===== config.mk =====
export PLATFORM = sky130hd
export DESIGN_NAME = stream_perf_monitor
export DESIGN_NICKNAME = d
export VERILOG_FILES = /design/src/rtl/stream_perf_monitor.sv
export SDC_FILE = /design/constraint.sdc
export NUM_CORES = 2
export LEC_CHECK = 0
export CAP_MARGIN = 20
export CORE_MARGIN = 1.5
export CORE_UTILIZATION = 55
export DETAILED_ROUTE_END_ITERATION = 10
export PLACE_DENSITY_LB_ADDON = 0.2
export SLEW_MARGIN = 10
export SYNTH_ARGS = -nofsm -noshare
export SYNTH_HDL_FRONTEND = slang
export SYNTH_SLANG_ARGS = --single-unit

===== constraint.sdc =====
create_clock -name ap_clk -period 2.65 [get_ports ap_clk]
set_input_delay 0.53 -clock ap_clk [delete_from_list [all_inputs] [get_ports ap_clk]]
set_output_delay 0.53 -clock ap_clk [all_outputs]
set_load 0.05 [all_outputs]

===== src/rtl/stream_perf_monitor.sv =====
// Passive per-channel valid/ready monitor: beat/stall counters, first/last-beat timestamps, snapshot readback.
// rd_data and snap_valid are registered (one cycle); the taps never exert backpressure on the observed streams.
module stream_perf_monitor #(
  parameter int NUM_CH    = 4,
  parameter int CNT_WIDTH = 32,
  parameter int SATURATE  = 1
) (
  input  logic                 ap_clk,
  input  logic                 ap_rst_n,
  input  logic [NUM_CH-1:0]    valid,
  input  logic [NUM_CH-1:0]    ready,
  input  logic                 enable,
  input  logic                 clear,
  input  logic                 snap,
  input  logic [3:0]           rd_ch,
  input  logic [1:0]           rd_kind,
  output logic [CNT_WIDTH-1:0] rd_data,
  output logic                 snap_valid,
  output logic [CNT_WIDTH-1:0] timer,
  output logic [NUM_CH-1:0]    ovf
);

  typedef logic [CNT_WIDTH-1:0] cnt_t;
  localparam cnt_t ALL_ONES = '1;

  cnt_t beats      [NUM_CH];
  cnt_t stalls     [NUM_CH];
  cnt_t first_ts   [NUM_CH];
  cnt_t last_ts    [NUM_CH];
  logic [NUM_CH-1:0] seen;

  cnt_t snap_beats [NUM_CH];
  cnt_t snap_stalls[NUM_CH];
  cnt_t snap_first [NUM_CH];
  cnt_t snap_last  [NUM_CH];

  logic [NUM_CH-1:0] beat_hit;
  logic [NUM_CH-1:0] stall_hit;
  logic [NUM_CH-1:0] beat_wrap;
  logic [NUM_CH-1:0] stall_wrap;
  cnt_t              beats_nx [NUM_CH];
  cnt_t              stalls_nx[NUM_CH];
  cnt_t              timer_nx;
  cnt_t              rd_sel;

  // One step of a counter at all-ones either sticks there or rolls to zero.
  function automatic cnt_t bump(input cnt_t v);
    if (v == ALL_ONES) return (SATURATE != 0) ? ALL_ONES : '0;
    return v + cnt_t'(1);
  endfunction

  assign beat_hit  = valid &  ready & {NUM_CH{enable}};
  assign stall_hit = valid & ~ready & {NUM_CH{enable}};

  always_comb begin
    for (int i = 0; i < NUM_CH; i++) begin
      beats_nx[i]   = beat_hit[i]  ? bump(beats[i])  : beats[i];
      stalls_nx[i]  = stall_hit[i] ? bump(stalls[i]) : stalls[i];
      beat_wrap[i]  = beat_hit[i]  && (beats[i]  == ALL_ONES);
      stall_wrap[i] = stall_hit[i] && (stalls[i] == ALL_ONES);
    end
    timer_nx = enable ? bump(timer) : timer;
  end

  // Live counters; clear outranks any beat or stall seen in the same cycle.
  always_ff @(posedge ap_clk or negedge ap_rst_n) begin
    if (!ap_rst_n) begin
      timer <= '0;
      ovf   <= '0;
      seen  <= '0;
      for (int i = 0; i < NUM_CH; i++) begin
        beats[i]    <= '0;
        stalls[i]   <= '0;
        first_ts[i] <= ALL_ONES;
        last_ts[i]  <= ALL_ONES;
      end
    end else if (clear) begin
      timer <= '0;
      ovf   <= '0;
      seen  <= '0;
      for (int i = 0; i < NUM_CH; i++) begin
        beats[i]    <= '0;
        stalls[i]   <= '0;
        first_ts[i] <= ALL_ONES;
        last_ts[i]  <= ALL_ONES;
      end
    end else begin
      timer <= timer_nx;
      ovf   <= ovf | beat_wrap | stall_wrap;
      seen  <= seen | beat_hit;
      for (int i = 0; i < NUM_CH; i++) begin
        beats[i]  <= beats_nx[i];
        stalls[i] <= stalls_nx[i];
        if (beat_hit[i]) begin
          last_ts[i] <= timer;
          if (!seen[i]) first_ts[i] <= timer;
        end
      end
    end
  end

  // Channels past NUM_CH fall through to the zero default.
  always_comb begin
    rd_sel = '0;
    for (int i = 0; i < NUM_CH; i++) begin
      if (rd_ch == 4'(i)) begin
        case (rd_kind)
          2'd0: rd_sel = snap_beats[i];
          2'd1: rd_sel = snap_stalls[i];
          2'd2: rd_sel = snap_first[i];
          2'd3: rd_sel = snap_last[i];
        endcase
      end
    end
  end

  // Snapshot bank copies the pre-edge live registers and is immune to clear.
  always_ff @(posedge ap_clk or negedge ap_rst_n) begin
    if (!ap_rst_n) begin
      snap_valid <= 1'b0;
      rd_data    <= '0;
      for (int i = 0; i < NUM_CH; i++) begin
        snap_beats[i]  <= '0;
        snap_stalls[i] <= '0;
        snap_first[i]  <= ALL_ONES;
        snap_last[i]   <= ALL_ONES;
      end
    end else begin
      snap_valid <= snap;
      rd_data    <= rd_sel;
      if (snap) begin
        for (int i = 0; i < NUM_CH; i++) begin
          snap_beats[i]  <= beats[i];
          snap_stalls[i] <= stalls[i];
          snap_first[i]  <= first_ts[i];
          snap_last[i]   <= last_ts[i];
        end
      end
    end
  end

endmodule

==> out/metrics.csv <==
metric,value,unit
outcome,completed,
critical_path_arrival,2.08,ns
cp.required,2.12,ns
cellLeakagePower,24.3,nW
rsz0062_at_grt,no,
synthCells,4186,
critPathBufInv,1,
synth_nets,4214,
postCtsSetupBuffers,0,
initial_core_util,55.4,%
die_h,304,µm
netlist_top_cells_area,"dfrtp_1 29%, dfstp_2 27%, mux2_2 11%",
min_period,2.61,ns
r2r_slack,0.15,ns
hold_class,primary input to flip-flop,
slowest_stage,clkdlybuf4s50_1,
crit_chain,clkdlybuf4s50_1,
core_area,89900,µm²
synth_area,49800,µm²
ys_types,82,
dr.pass1.iters,6,
cp-startpoint,timer[2]$_DFFE_PN0P_,
clkLatencyLatePin,0.70,ns
cp-start-kind,flip-flop,
postRouteWirelength,151,mm
viasPerCell,6.49,
postLayoutCellArea,57600,µm²
drtIter0Drc,3991,
yosysWarningCount,0,
cts_tree,done,
chipWidth,304,µm
nNetsFinal,4375,
root_buffer,clkbuf_16,
hold-path-endpoint,beats[19]$_DFFE_PN0P_,
gp_congestion,0.928,
cp-end-kind,primary output,
synth-compound-area-share,8.51,%
layout-drive-gt1-share,36.9,%
ys_seq_area_share,56.4,%
synth_most_common_cell,dfrtp_1,
n_fill_cell,6885,
syn2layout_area_growth,15.7,%
cts_num_sinks,1097,
r2r_cells,6,
avgSynthCellArea,11.9,µm²
grt_pass1_wl,228,mm
setup_viol_count_final,0,
worstMarginPinSlew,1.10,ns
finalMaxSlewViolations,0,
path_class,flip-flop to primary output,
synthArstFlopShare,100,%
num_rows,110,
drc,0,
hold_viol_final,0,
grt-ovfl-total,0,
cts_made_buffers,113,
fin_total_pwr,0.0390,W
clk_path_buf_depth,3,
dr_total_vias,36480,
worstHoldStart,clear,
detail-route-antenna-nets,0,
yosys.area_share.simple,14.0,%
post_dp_cell_area,53600,µm²
die_area,92300,µm²
insertedDiodeCount,0,
grt_max_degree,90,
wl_per_cell,26.8,µm
powerDensity,677,nW/µm²
dp_hpwl,105,mm
clkTransAtPathRegs,0.06,ns
muxShareOfSynthArea,17.3,%
whs_path_depth,2,
tns,0,ns
ir_drop,0.000586,V
period_share,98.4,%
slowest_delay,0.87,ns
synth_area_leader_cell,dfrtp_1,
antenna_found_initial,8,
grt_pass1_vias,35327,
synth_edf_count,0,
io_buffers,87,
r2r_end,beats[49]$_DFFE_PN0P_,
synth_fa_ha_area_share,0.226,%
synth_top_area_share,29.4,%
cap_violations,0,
reg2reg_from,beats[41]$_DFFE_PN0P_,
critPathMaxFanout,7,
fmax,383,MHz
io_pins,88,
netlist_top_cells_count,"585 x dfrtp_1, 512 x dfstp_2, 507 x mux2_2, 349 x nor2_1, 325 x nand2_1",
track_usage,32.8,%
worst_clock_skew,0.0248,ns
cts.htree.levels,3,
synth-xor-area-share,0.880,%
synth-seq-cells,1097,
synth_top_family_by_area,multiplexers,
crit_family,buffers and inverters,
relSlewSlack,26.6,%
synthFlopType,dfrtp_1,
==> power breakdown <==
group	internal, W	switching [W]	leakage (nW)
Combinational	0.00132	0.00188	8.78
Sequential	0.0181	0.000516	13.5
Clock	0.0103	0.00688	1.97
==> final cells by class <==
cell class                      instances  area (µm²)  share of cell area (%)
Clock buffer                          172        3380                    5.87
Clock inverter                         43         647                    1.12
Inverter                               41         159                   0.276
Multi-Input combinational cell       2758       20500                    35.5
Sequential cell                      1097       28100                    48.8
Tap cell                             1176        1470                    2.55
Timing Repair Buffer                  336        3400                    5.90
==> cells in the final DEF, fill, tap and decap left out, drive strengths merged, types with 13 or more instances in the layout <==
cell type        n
o21ai          137
nand2          325
a32o            13
clkbuf         172
a41oi           19
nor3           146
bufinv          15
dfstp          512
clkdlybuf4s50   61
a31oi           79
a311oi          35
and3            77
clkinv          17
a211oi          54
nor2           349
buf            257
xor2            33
mux4           118
mux2i           26
mux2           507
and2            25
dlygate4sd2     14
inv             47
xnor2           17
a221oi          17
and4            54
dfrtp          585
a21oi          212
a221o           14
nor4            55
nand3          202
o211ai          16
nand4           91
==> worst max path at each step <==
stage | endpoint | slack (ns) | depth (start not counted)
detailed placement | stalls[76]$_DFFE_PN0P_ | 0.01 | 8
finish | timer[2] | 0.04 | 1
CTS | timer[28] | 0.009 | 1
floorplan | timer[11]$_DFFE_PN0P_ | 0.20 | 7
global placement | stalls[76]$_DFFE_PN0P_ | 0.02 | 8
global route | timer[2] | 0.008 | 1
==> per-stage QoR <==
step / hold WS, ns / instances / util, % / worst slack (ns)
2_1_floorplan: 0.234 / 4186 / - / 0.200
3_3_place_gp: 0.460 / 5407 / 59.6 / 0.0152
3_5_place_dp: 0.459 / 5407 / 59.6 / 0.0104
4_1_cts: 0.223 / 5623 / 64.1 / 0.00933
5_1_grt: 0.233 / 5623 / 64.1 / 0.00812
6_report: 0.242 / 5623 / 64.1 / 0.0423
==> logic make-up after synthesis <==
family | Yosys count
flip-flops | 1097
AND/OR/NAND/NOR | 1386
buffers and inverters | 331
multiplexers | 651
adder cells (fa/ha/maj) | 9
AO/OA/AOI/OAI | 662
XOR/XNOR | 50
==> state kept, by name, summed over array words and instances (netlist names), 128 cells and up <==
register,flops
beats,128
first_ts,128
last_ts,128
snap_beats,128
snap_first,128
snap_last,128
snap_stalls,128
stalls,128
==> repair_timing <==
item | in CTS | in global routing
endpoints found under the setup margin | 14 | 7
hold buffers | 1 | 0
resized for setup | 14 | 4
pin swaps | 0 | 0
endpoints found under the hold margin | 16 | 0
==> metal layers <==
metal	part of all wire, %	routed length, µm	GRT usage (%)
met2	44	66700	48.6
met3	9.2	13900	7.52
met5	0.022	33	0
met4	4.3	6430	13.3
met1	42	63500	47.0
Power figures use the tool's default switching activity.
